File: config.mk
export PLATFORM = sky130hd
export DESIGN_NAME = kdtree_load_ctrl_flat
export DESIGN_NICKNAME = d
export VERILOG_FILES = /design/src/rtl/kdtree_load_ctrl_pkg.sv /design/src/rtl/kdtree_load_ctrl_if.sv /design/src/rtl/kdtree_load_ctrl_patch_assembler.sv /design/src/rtl/kdtree_load_ctrl.sv /design/src/flat_wrapper.sv
export SDC_FILE = /design/constraint.sdc
export NUM_CORES = 1
export LEC_CHECK = 0
export BUFFER_PORTS_ARGS = -buffer_cell sky130_fd_sc_hd__buf_2
export CAP_MARGIN = 20
export CORE_MARGIN = 4
export CORE_UTILIZATION = 40
export DETAILED_ROUTE_END_ITERATION = 8
export GPL_ROUTABILITY_DRIVEN = 0
export SYNTH_ARGS = -nofsm -noshare
export SYNTH_HDL_FRONTEND = slang
export SYNTH_SLANG_ARGS = --single-unit
File: constraint.sdc
create_clock -name clk -period 19.46 [get_ports clk]
set_input_delay 1.946 -clock clk [delete_from_list [all_inputs] [get_ports clk]]
set_output_delay 1.946 -clock clk [all_outputs]
set_load 0.005 [all_outputs]
File: src/rtl/kdtree_load_ctrl_pkg.sv
// Shared constants, load FSM state encoding and patch type for the kd-tree load controller.
package kdtree_pkg;

   localparam int DATA_WIDTH = 11;
   localparam int PATCH_SIZE = 5;
   localparam int LEAF_SIZE  = 8;
   localparam int NUM_LEAVES = 64;
   localparam int NUM_NODES  = NUM_LEAVES - 1;
   localparam int NUM_QUERYS = 494;

   localparam int NODE_AW  = $clog2(NUM_NODES);
   localparam int DIM_W    = $clog2(PATCH_SIZE);
   localparam int LEAF_AW  = $clog2(NUM_LEAVES);
   localparam int SLOT_W   = $clog2(LEAF_SIZE);
   localparam int QUERY_AW = $clog2(NUM_QUERYS);
   localparam int ELEM_W   = $clog2(PATCH_SIZE);

   localparam logic [NODE_AW-1:0]  LAST_NODE  = NODE_AW'(NUM_NODES - 1);
   localparam logic [LEAF_AW-1:0]  LAST_LEAF  = LEAF_AW'(NUM_LEAVES - 1);
   localparam logic [SLOT_W-1:0]   LAST_SLOT  = SLOT_W'(LEAF_SIZE - 1);
   localparam logic [QUERY_AW-1:0] LAST_QUERY = QUERY_AW'(NUM_QUERYS - 1);
   localparam logic [ELEM_W-1:0]   LAST_ELEM  = ELEM_W'(PATCH_SIZE - 1);

   typedef enum logic [2:0] {
      IDLE,
      NODES,
      LEAVES,
      QUERIES,
      DONE
   } load_state_e;

   typedef logic [PATCH_SIZE-1:0][DATA_WIDTH-1:0] patch_t;

endpackage

File: src/rtl/kdtree_load_ctrl_if.sv
// FIFO read side and node/leaf/query write ports of the kd-tree load controller.
interface kdtree_load_ctrl_if;
   import kdtree_pkg::*;

   logic                  fifo_rempty_n;
   logic [DATA_WIDTH-1:0] fifo_rdata;
   logic                  fifo_deq;

   logic                  node_wen;
   logic [NODE_AW-1:0]    node_waddr;
   logic [DIM_W-1:0]      node_wdim;
   logic [DATA_WIDTH-1:0] node_wmedian;

   logic                  leaf_wen;
   logic [LEAF_AW-1:0]    leaf_waddr;
   logic [SLOT_W-1:0]     leaf_wslot;
   patch_t                leaf_wdata;
   logic [DATA_WIDTH-1:0] leaf_wpidx;

   logic                  query_wen;
   logic [QUERY_AW-1:0]   query_waddr;
   patch_t                query_wdata;

   logic                  busy;
   logic                  load_done;

   modport master (
      input  fifo_rempty_n, fifo_rdata,
      output fifo_deq,
      output node_wen, node_waddr, node_wdim, node_wmedian,
      output leaf_wen, leaf_waddr, leaf_wslot, leaf_wdata, leaf_wpidx,
      output query_wen, query_waddr, query_wdata,
      output busy, load_done
   );

   modport slave (
      output fifo_rempty_n, fifo_rdata,
      input  fifo_deq,
      input  node_wen, node_waddr, node_wdim, node_wmedian,
      input  leaf_wen, leaf_waddr, leaf_wslot, leaf_wdata, leaf_wpidx,
      input  query_wen, query_waddr, query_wdata,
      input  busy, load_done
   );

endinterface

File: src/rtl/kdtree_load_ctrl_patch_assembler.sv
// Shifts FIFO words into a patch, element 0 ending in the LSBs; done marks the word completing a patch.
module patch_assembler
   import kdtree_pkg::*;
(
   input  logic                  clk,
   input  logic                  rst,
   input  logic                  clear,
   input  logic                  shift_en,
   input  logic [DATA_WIDTH-1:0] word,
   output patch_t                patch,
   output patch_t                patch_next,
   output logic                  done
);

   logic [ELEM_W-1:0] elem_q;

   assign patch_next = {word, patch[PATCH_SIZE-1:1]};
   assign done       = shift_en && (elem_q == LAST_ELEM);

   // NOTE: sequential state uses <= so every register samples pre-edge values.
   always_ff @(posedge clk or posedge rst) begin
      if (rst) begin
         patch  <= '0;
         elem_q <= '0;
      end else if (clear) begin
         patch  <= '0;
         elem_q <= '0;
      end else if (shift_en) begin
         patch  <= patch_next;
         elem_q <= done ? '0 : elem_q + 1'b1;
      end
   end

endmodule

File: src/rtl/kdtree_load_ctrl.sv
// Streams FIFO words into kd-tree node, leaf and query memories after load_kdtree.
// Optional KDTREE_LOAD_QUERY_RELOAD_EN adds load_query to reload only the query memory.
module kdtree_load_ctrl
   import kdtree_pkg::*;
(
   input  logic clk,
   input  logic rst,
   input  logic load_kdtree,
`ifdef KDTREE_LOAD_QUERY_RELOAD_EN
   input  logic load_query,
`endif
   kdtree_load_ctrl_if.master bus
);

   load_state_e state_q, state_d;

   logic                  deq;
   logic [NODE_AW-1:0]    node_cnt_q;
   logic                  node_odd_q;
   logic [DIM_W-1:0]      dim_q;
   logic [LEAF_AW-1:0]    leaf_cnt_q;
   logic [SLOT_W-1:0]     slot_q;
   logic                  pidx_phase_q;
   logic [QUERY_AW-1:0]   query_cnt_q;

   logic   asm_shift, asm_done;
   patch_t asm_patch, asm_patch_next;

   logic node_last_word, leaf_last_word, query_last_word;
   logic nodes_end, leaves_end, queries_end;

   assign deq          = bus.fifo_rempty_n &&
                         (state_q inside {NODES, LEAVES, QUERIES});
   assign bus.fifo_deq = deq;
   assign bus.busy     = (state_q != IDLE);

   assign asm_shift = deq && ((state_q == LEAVES && !pidx_phase_q) || state_q == QUERIES);

   assign node_last_word  = deq && (state_q == NODES) && node_odd_q;
   assign leaf_last_word  = deq && (state_q == LEAVES) && pidx_phase_q;
   assign query_last_word = (state_q == QUERIES) && asm_done;

   assign nodes_end   = node_last_word && (node_cnt_q == LAST_NODE);
   assign leaves_end  = leaf_last_word && (leaf_cnt_q == LAST_LEAF) && (slot_q == LAST_SLOT);
   assign queries_end = query_last_word && (query_cnt_q == LAST_QUERY);

   patch_assembler u_patch_assembler (
      .clk        (clk),
      .rst        (rst),
      .clear      (state_q == IDLE),
      .shift_en   (asm_shift),
      .word       (bus.fifo_rdata),
      .patch      (asm_patch),
      .patch_next (asm_patch_next),
      .done       (asm_done)
   );

   always_ff @(posedge clk or posedge rst) begin
      if (rst) state_q <= IDLE;
      else     state_q <= state_d;
   end

   // NOTE: state_d is assigned before the case so no path leaves it unassigned (no latch).
   always_comb begin
      state_d = state_q;
      unique case (state_q)
         IDLE: begin
            if (load_kdtree) state_d = NODES;
`ifdef KDTREE_LOAD_QUERY_RELOAD_EN
            else if (load_query) state_d = QUERIES;
`endif
         end
         NODES:   if (nodes_end)   state_d = LEAVES;
         LEAVES:  if (leaves_end)  state_d = QUERIES;
         QUERIES: if (queries_end) state_d = DONE;
         DONE:    state_d = IDLE;
         default: state_d = IDLE;
      endcase
   end

   // Write ports default to zero every cycle so addr/data are only non-zero with their strobe.
   always_ff @(posedge clk or posedge rst) begin
      if (rst) begin
         node_cnt_q       <= '0;
         node_odd_q       <= 1'b0;
         dim_q            <= '0;
         leaf_cnt_q       <= '0;
         slot_q           <= '0;
         pidx_phase_q     <= 1'b0;
         query_cnt_q      <= '0;
         bus.node_wen     <= 1'b0;
         bus.node_waddr   <= '0;
         bus.node_wdim    <= '0;
         bus.node_wmedian <= '0;
         bus.leaf_wen     <= 1'b0;
         bus.leaf_waddr   <= '0;
         bus.leaf_wslot   <= '0;
         bus.leaf_wdata   <= '0;
         bus.leaf_wpidx   <= '0;
         bus.query_wen    <= 1'b0;
         bus.query_waddr  <= '0;
         bus.query_wdata  <= '0;
         bus.load_done    <= 1'b0;
      end else begin
         bus.node_wen     <= 1'b0;
         bus.node_waddr   <= '0;
         bus.node_wdim    <= '0;
         bus.node_wmedian <= '0;
         bus.leaf_wen     <= 1'b0;
         bus.leaf_waddr   <= '0;
         bus.leaf_wslot   <= '0;
         bus.leaf_wdata   <= '0;
         bus.leaf_wpidx   <= '0;
         bus.query_wen    <= 1'b0;
         bus.query_waddr  <= '0;
         bus.query_wdata  <= '0;
         bus.load_done    <= (state_q == DONE);

         if (state_q == IDLE) begin
            node_cnt_q   <= '0;
            node_odd_q   <= 1'b0;
            dim_q        <= '0;
            leaf_cnt_q   <= '0;
            slot_q       <= '0;
            pidx_phase_q <= 1'b0;
            query_cnt_q  <= '0;
         end

         if (deq && state_q == NODES) begin
            if (!node_odd_q) begin
               dim_q      <= bus.fifo_rdata[DIM_W-1:0];
               node_odd_q <= 1'b1;
            end else begin
               bus.node_wen     <= 1'b1;
               bus.node_waddr   <= node_cnt_q;
               bus.node_wdim    <= dim_q;
               bus.node_wmedian <= bus.fifo_rdata;
               node_odd_q       <= 1'b0;
               if (node_cnt_q != LAST_NODE) node_cnt_q <= node_cnt_q + 1'b1;
            end
         end

         if (deq && state_q == LEAVES) begin
            if (!pidx_phase_q) begin
               if (asm_done) pidx_phase_q <= 1'b1;
            end else begin
               bus.leaf_wen   <= 1'b1;
               bus.leaf_waddr <= leaf_cnt_q;
               bus.leaf_wslot <= slot_q;
               bus.leaf_wdata <= asm_patch;
               bus.leaf_wpidx <= bus.fifo_rdata;
               pidx_phase_q   <= 1'b0;
               if (slot_q == LAST_SLOT) begin
                  slot_q <= '0;
                  if (leaf_cnt_q != LAST_LEAF) leaf_cnt_q <= leaf_cnt_q + 1'b1;
               end else begin
                  slot_q <= slot_q + 1'b1;
               end
            end
         end

         // The query's final element is still on the FIFO head, so take the assembler's next value.
         if (query_last_word) begin
            bus.query_wen   <= 1'b1;
            bus.query_waddr <= query_cnt_q;
            bus.query_wdata <= asm_patch_next;
            if (query_cnt_q != LAST_QUERY) query_cnt_q <= query_cnt_q + 1'b1;
         end
      end
   end

endmodule

File: src/flat_wrapper.sv
// flat-port wrapper written by rule: the top's interface ports become plain ports
module kdtree_load_ctrl_flat import kdtree_pkg::*;
  (clk, rst, load_kdtree, bus_fifo_rempty_n, bus_fifo_rdata, bus_fifo_deq, bus_node_wen, bus_node_waddr, bus_node_wdim, bus_node_wmedian, bus_leaf_wen, bus_leaf_waddr, bus_leaf_wslot, bus_leaf_wdata, bus_leaf_wpidx, bus_query_wen, bus_query_waddr, bus_query_wdata, bus_busy, bus_load_done);
  kdtree_load_ctrl_if bus_i ();
  input  logic clk;
  input  logic rst;
  input  logic load_kdtree;
  input wire logic [$bits(bus_i.fifo_rempty_n)-1:0] bus_fifo_rempty_n;
  input wire logic [$bits(bus_i.fifo_rdata)-1:0] bus_fifo_rdata;
  output wire logic [$bits(bus_i.fifo_deq)-1:0] bus_fifo_deq;
  output wire logic [$bits(bus_i.node_wen)-1:0] bus_node_wen;
  output wire logic [$bits(bus_i.node_waddr)-1:0] bus_node_waddr;
  output wire logic [$bits(bus_i.node_wdim)-1:0] bus_node_wdim;
  output wire logic [$bits(bus_i.node_wmedian)-1:0] bus_node_wmedian;
  output wire logic [$bits(bus_i.leaf_wen)-1:0] bus_leaf_wen;
  output wire logic [$bits(bus_i.leaf_waddr)-1:0] bus_leaf_waddr;
  output wire logic [$bits(bus_i.leaf_wslot)-1:0] bus_leaf_wslot;
  output wire logic [$bits(bus_i.leaf_wdata)-1:0] bus_leaf_wdata;
  output wire logic [$bits(bus_i.leaf_wpidx)-1:0] bus_leaf_wpidx;
  output wire logic [$bits(bus_i.query_wen)-1:0] bus_query_wen;
  output wire logic [$bits(bus_i.query_waddr)-1:0] bus_query_waddr;
  output wire logic [$bits(bus_i.query_wdata)-1:0] bus_query_wdata;
  output wire logic [$bits(bus_i.busy)-1:0] bus_busy;
  output wire logic [$bits(bus_i.load_done)-1:0] bus_load_done;
  assign bus_i.fifo_rempty_n = bus_fifo_rempty_n;
  assign bus_i.fifo_rdata = bus_fifo_rdata;
  assign bus_fifo_deq = bus_i.fifo_deq;
  assign bus_node_wen = bus_i.node_wen;
  assign bus_node_waddr = bus_i.node_waddr;
  assign bus_node_wdim = bus_i.node_wdim;
  assign bus_node_wmedian = bus_i.node_wmedian;
  assign bus_leaf_wen = bus_i.leaf_wen;
  assign bus_leaf_waddr = bus_i.leaf_waddr;
  assign bus_leaf_wslot = bus_i.leaf_wslot;
  assign bus_leaf_wdata = bus_i.leaf_wdata;
  assign bus_leaf_wpidx = bus_i.leaf_wpidx;
  assign bus_query_wen = bus_i.query_wen;
  assign bus_query_waddr = bus_i.query_waddr;
  assign bus_query_wdata = bus_i.query_wdata;
  assign bus_busy = bus_i.busy;
  assign bus_load_done = bus_i.load_done;
  kdtree_load_ctrl u_core (.clk(clk), .rst(rst), .load_kdtree(load_kdtree), .bus(bus_i));
endmodule
==> results.rst <==
.. list-table::
   :header-rows: 1

   * - Metric
     - Value
   * - Sum of overflow across all layers after global routing
     - 0
   * - Max Buffers Root-to-Sink
     - 3
   * - Kind of critical path
     - in2out
   * - Die Y-Extent
     - ~160 µm
   * - Cell area power density
     - between 100 and 150 nW/µm²
   * - Port Buffers
     - between 150 and 200
   * - Count of final hold-check violations
     - 0
   * - Net count, final
     - 989
   * - Clock-pin slew reported for the worst setup and hold paths after clock tree synthesis
     - 0.06 ns
   * - Via count normalized by instance count
     - between 4 and 5
   * - DR DRC count
     - 0
   * - Dpl cell area
     - 10400 µm²
   * - Synthesized flop and latch total
     - 253
   * - Post-Place Setup Slack
     - 14.91 ns
   * - Max Freq
     - 225 MHz
   * - Count of vias placed by the detailed router
     - 6152
   * - Row count
     - 55
   * - Run status
     - completed
   * - Post-route worst hold slack
     - ~0.48 ns
   * - Post-route worst setup slack
     - ~15 ns
   * - Worst vdd ir
     - 58.7 µV
   * - Post-synthesis async set-or-reset flop share
     - 100%
   * - Finished Layout Cells
     - 1270
   * - TritonCTS Sinks
     - 253
   * - Number of buffers added by the clock tree synthesis step
     - 27
   * - Ordered cell list for the critical path
     - buf_2 > nand2b_1 > nor2_1 > buf_2
   * - # placed instances
     - 1219
   * - Slew at the pin closest to its max-slew limit
     - 0.894 ns
   * - Maxcap violations
     - 0
   * - Total of warnings raised by yosys
     - 0
   * - Layout cell share with drive strength beyond 1
     - around a quarter
   * - Clock tree from TritonCTS
     - yes
   * - Sequential-to-total area share from yosys stat
     - 68.3%
   * - Final total negative setup slack
     - 0 ns
   * - Class of the worst hold path
     - reg2reg
   * - Critical-path cell with the highest stage delay
     - sky130_fd_sc_hd__nand2b_1
   * - Combined area of all synthesized cells
     - 9270 µm²
   * - Overall routing resource usage
     - between 15 and 20%
   * - Pin count of the biggest net entering global routing
     - 113
   * - Post CTS Setup Buffer Count
     - 0
   * - Max-slew headroom at the worst pin
     - 39.5%
   * - Fin area
     - 11400 µm²
   * - Core region area
     - 22700 µm²
   * - Post-synth cell types
     - 50
   * - Net count after synthesis
     - a little over 800
   * - Endpoint required time on the critical path
     - 17.51 ns
   * - Largest fanout of any net on the critical path
     - 7
   * - Total Routed Length
     - 21900 µm
   * - Final period demand of the worst path
     - 4.45 ns
   * - Crit path arrival time
     - approximately 2.5 ns
   * - Max Clock Skew
     - 0.0137 ns
   * - Final routed wire length divided by cell count
     - 17.2 µm
   * - Count of H-tree levels built during CTS
     - 1
   * - First drt pass iteration count
     - 4
   * - Number of antenna-violating nets in the routed design
     - 0
   * - # diodes
     - 0
   * - Most Frequent Cell on Critical Path
     - sky130_fd_sc_hd__buf_2
   * - Flip-flop cell with the highest count after synthesis
     - sky130_fd_sc_hd__dfrtp_1
   * - Critical path launch point type
     - input pin
   * - Estimated wirelength of the detail-placed design
     - 13500 µm
   * - Die footprint
     - 25700 µm²
   * - Area overhead of the layout relative to synthesis
     - 22.6%
   * - Final Max Slew Viols
     - 0
   * - Via count of the first global-routing pass
     - 6241
   * - Avg Cell Area, Syn
     - 11.6 µm²
   * - Initial cell density of the core
     - 40.8%
   * - First-pass GRT wire length
     - 35300 µm
   * - Share of the clock period used by the worst path
     - a little under a quarter
   * - Number of gates given a new drive strength after cts
     - 0
   * - Chip width
     - roughly 160 µm
   * - Ports placed on the boundary
     - 180
   * - Initial DRC count
     - 328
   * - Number of enable flip-flop cells after synthesis
     - 0
   * - Root buffer selected by CTS
     - sky130_fd_sc_hd__clkbuf_16
   * - Stage delay of the slowest cell on the critical path
     - 0.16 ns
   * - Initial antenna violation count
     - 0
   * - RSZ-0062 raised after global routing
     - no
   * - Latest clock arrival within the worst-skew pair
     - 0.52 ns
   * - Post-Syn Instances
     - approximately 800
   * - Critical Path Sink Type
     - primary output
   * - Count of hold-fix buffers inserted at cts
     - 0
   * - Setup violators final
     - 0
   * - Leakage dissipation
     - around 6.5 nW
## cells in the final DEF, fill, tap and decap left out, types with 2 or more instances in the layout
cell type	instances
sky130_fd_sc_hd__a21o_1	2
sky130_fd_sc_hd__a21oi_1	10
sky130_fd_sc_hd__and2_1	85
sky130_fd_sc_hd__and3_1	79
sky130_fd_sc_hd__buf_2	179
sky130_fd_sc_hd__buf_4	8
sky130_fd_sc_hd__bufinv_16	3
sky130_fd_sc_hd__clkbuf_1	3
sky130_fd_sc_hd__clkbuf_16	27
sky130_fd_sc_hd__clkbuf_8	8
sky130_fd_sc_hd__clkinv_2	6
sky130_fd_sc_hd__dfrtp_1	253
sky130_fd_sc_hd__ha_1	9
sky130_fd_sc_hd__inv_1	8
sky130_fd_sc_hd__inv_6	2
sky130_fd_sc_hd__inv_8	2
sky130_fd_sc_hd__nand2_1	136
sky130_fd_sc_hd__nand2b_1	2
sky130_fd_sc_hd__nand3_1	63
sky130_fd_sc_hd__nand3b_1	3
sky130_fd_sc_hd__nand4_1	3
sky130_fd_sc_hd__nor2_1	16
sky130_fd_sc_hd__nor2b_1	4
sky130_fd_sc_hd__nor3_1	6
sky130_fd_sc_hd__nor4b_1	2
sky130_fd_sc_hd__o211ai_1	2
sky130_fd_sc_hd__o21a_1	2
sky130_fd_sc_hd__o21ai_0	23
sky130_fd_sc_hd__o31ai_1	3
sky130_fd_sc_hd__xnor2_1	4
sky130_fd_sc_hd__xor2_1	4
## flip-flops by register name (all words and copies together), names as in the netlist, 6 cells and up
register and flops:
u_core.bus.leaf_waddr 6, u_core.bus.leaf_wdata 55, u_core.bus.leaf_wpidx 11, u_core.bus.node_waddr 6, u_core.bus.node_wmedian 11, u_core.bus.query_waddr 9
u_core.bus.query_wdata 55, u_core.leaf_cnt_q 6, u_core.node_cnt_q 6, u_core.query_cnt_q 9, u_core.u_patch_assembler.patch 55
## final timing paths
kind,start,endpoint,slack [ns],cells past startpoint
hold reg to reg,u_core.dim_q[0],u_core.bus.node_wdim[0],0.48,1
max in group asynchronous,rst,u_core.bus.leaf_wpidx[0],16.06,5
setup / recovery,bus_fifo_rempty_n,bus_fifo_deq,15.01,4
setup reg to reg,u_core.state_q[1],u_core.query_cnt_q[2],16.97,6
min in group asynchronous,rst,u_core.bus.leaf_wdata[22],1.58,2
hold / removal,u_core.dim_q[0],u_core.bus.node_wdim[0],0.48,1
## worst max-delay path: cells and delay by family
family                 cells  cell delay, ns
buffers and inverters      2            0.27
and+or+nand+nor            2            0.28
## area by class of cell
cell class                 count  area (µm²)
sequential                   253        6330
clock inverter                11         140
inverter                      11        53.8
multi-input combinational    483        2690
clock buffer                  38         797
fill                        2076       11300
timing repair buffer         189         995
tap                          285         357
## power breakdown
part,switching (mW),internal (mW)
registers,0.0309,0.548
clock network,0.203,0.325
logic,0.103,0.0357
total,0.338,0.909
## through the flow
stage,power [mW],utilization [%]
final,1.25,50.1
after global placement,0.728,45.8
after detailed placement,0.729,45.8
after global routing,1.30,50.1
after floorplan,0.677,-
after CTS,1.26,49.9
## metal layers
layer / GRT usage, % / vias to the layer above / wire length [µm]
met4: 4.07 / 0 / 414
met5: 0 / - / 0
met2: 27.2 / 137 / 10400
li1: - / 2963 / -
met3: 2.61 / 33 / 926
met1: 24.2 / 3019 / 10100
## Yosys cell counts, types with 3 or more instances
library cell | number | area share, %
sky130_fd_sc_hd__and3_1 | 79 | 5.3
sky130_fd_sc_hd__nand3b_1 | 3 | 0.24
sky130_fd_sc_hd__inv_1 | 10 | 0.40
sky130_fd_sc_hd__o31ai_1 | 3 | 0.24
sky130_fd_sc_hd__clkbuf_1 | 31 | 1.3
sky130_fd_sc_hd__clkbuf_2 | 4 | 0.22
sky130_fd_sc_hd__a21oi_1 | 10 | 0.54
sky130_fd_sc_hd__nand3_1 | 63 | 3.4
sky130_fd_sc_hd__nand4_1 | 3 | 0.20
sky130_fd_sc_hd__buf_2 | 5 | 0.27
sky130_fd_sc_hd__nand2_1 | 137 | 5.5
sky130_fd_sc_hd__o21ai_0 | 23 | 1.2
sky130_fd_sc_hd__xnor2_1 | 4 | 0.38
sky130_fd_sc_hd__buf_6 | 3 | 0.36
sky130_fd_sc_hd__nor2b_1 | 5 | 0.34
sky130_fd_sc_hd__buf_1 | 7 | 0.28
sky130_fd_sc_hd__and2_1 | 85 | 5.7
sky130_fd_sc_hd__dfrtp_1 | 253 | 68
sky130_fd_sc_hd__ha_1 | 9 | 1.2
sky130_fd_sc_hd__nor3_1 | 6 | 0.32
sky130_fd_sc_hd__nor2_1 | 17 | 0.69
sky130_fd_sc_hd__xor2_1 | 4 | 0.38
## logic make-up (layout without fill, tap and decap cells)
group                      after synthesis  in the layout  share of synthesized area [%]
AOI/OAI and AO/OA                       50             50                           3.24
xor gates and xnor gates                 8              8                          0.755
adders and majority gates                9              9                           1.21
buffers and inverters                   61            249                           2.89
DFF                                    253            253                           68.3
muxes                                    2              2                          0.229
and+or+nand+nor                        414            414                           23.4
No activity file was read; power rests on OpenSTA's default activity.
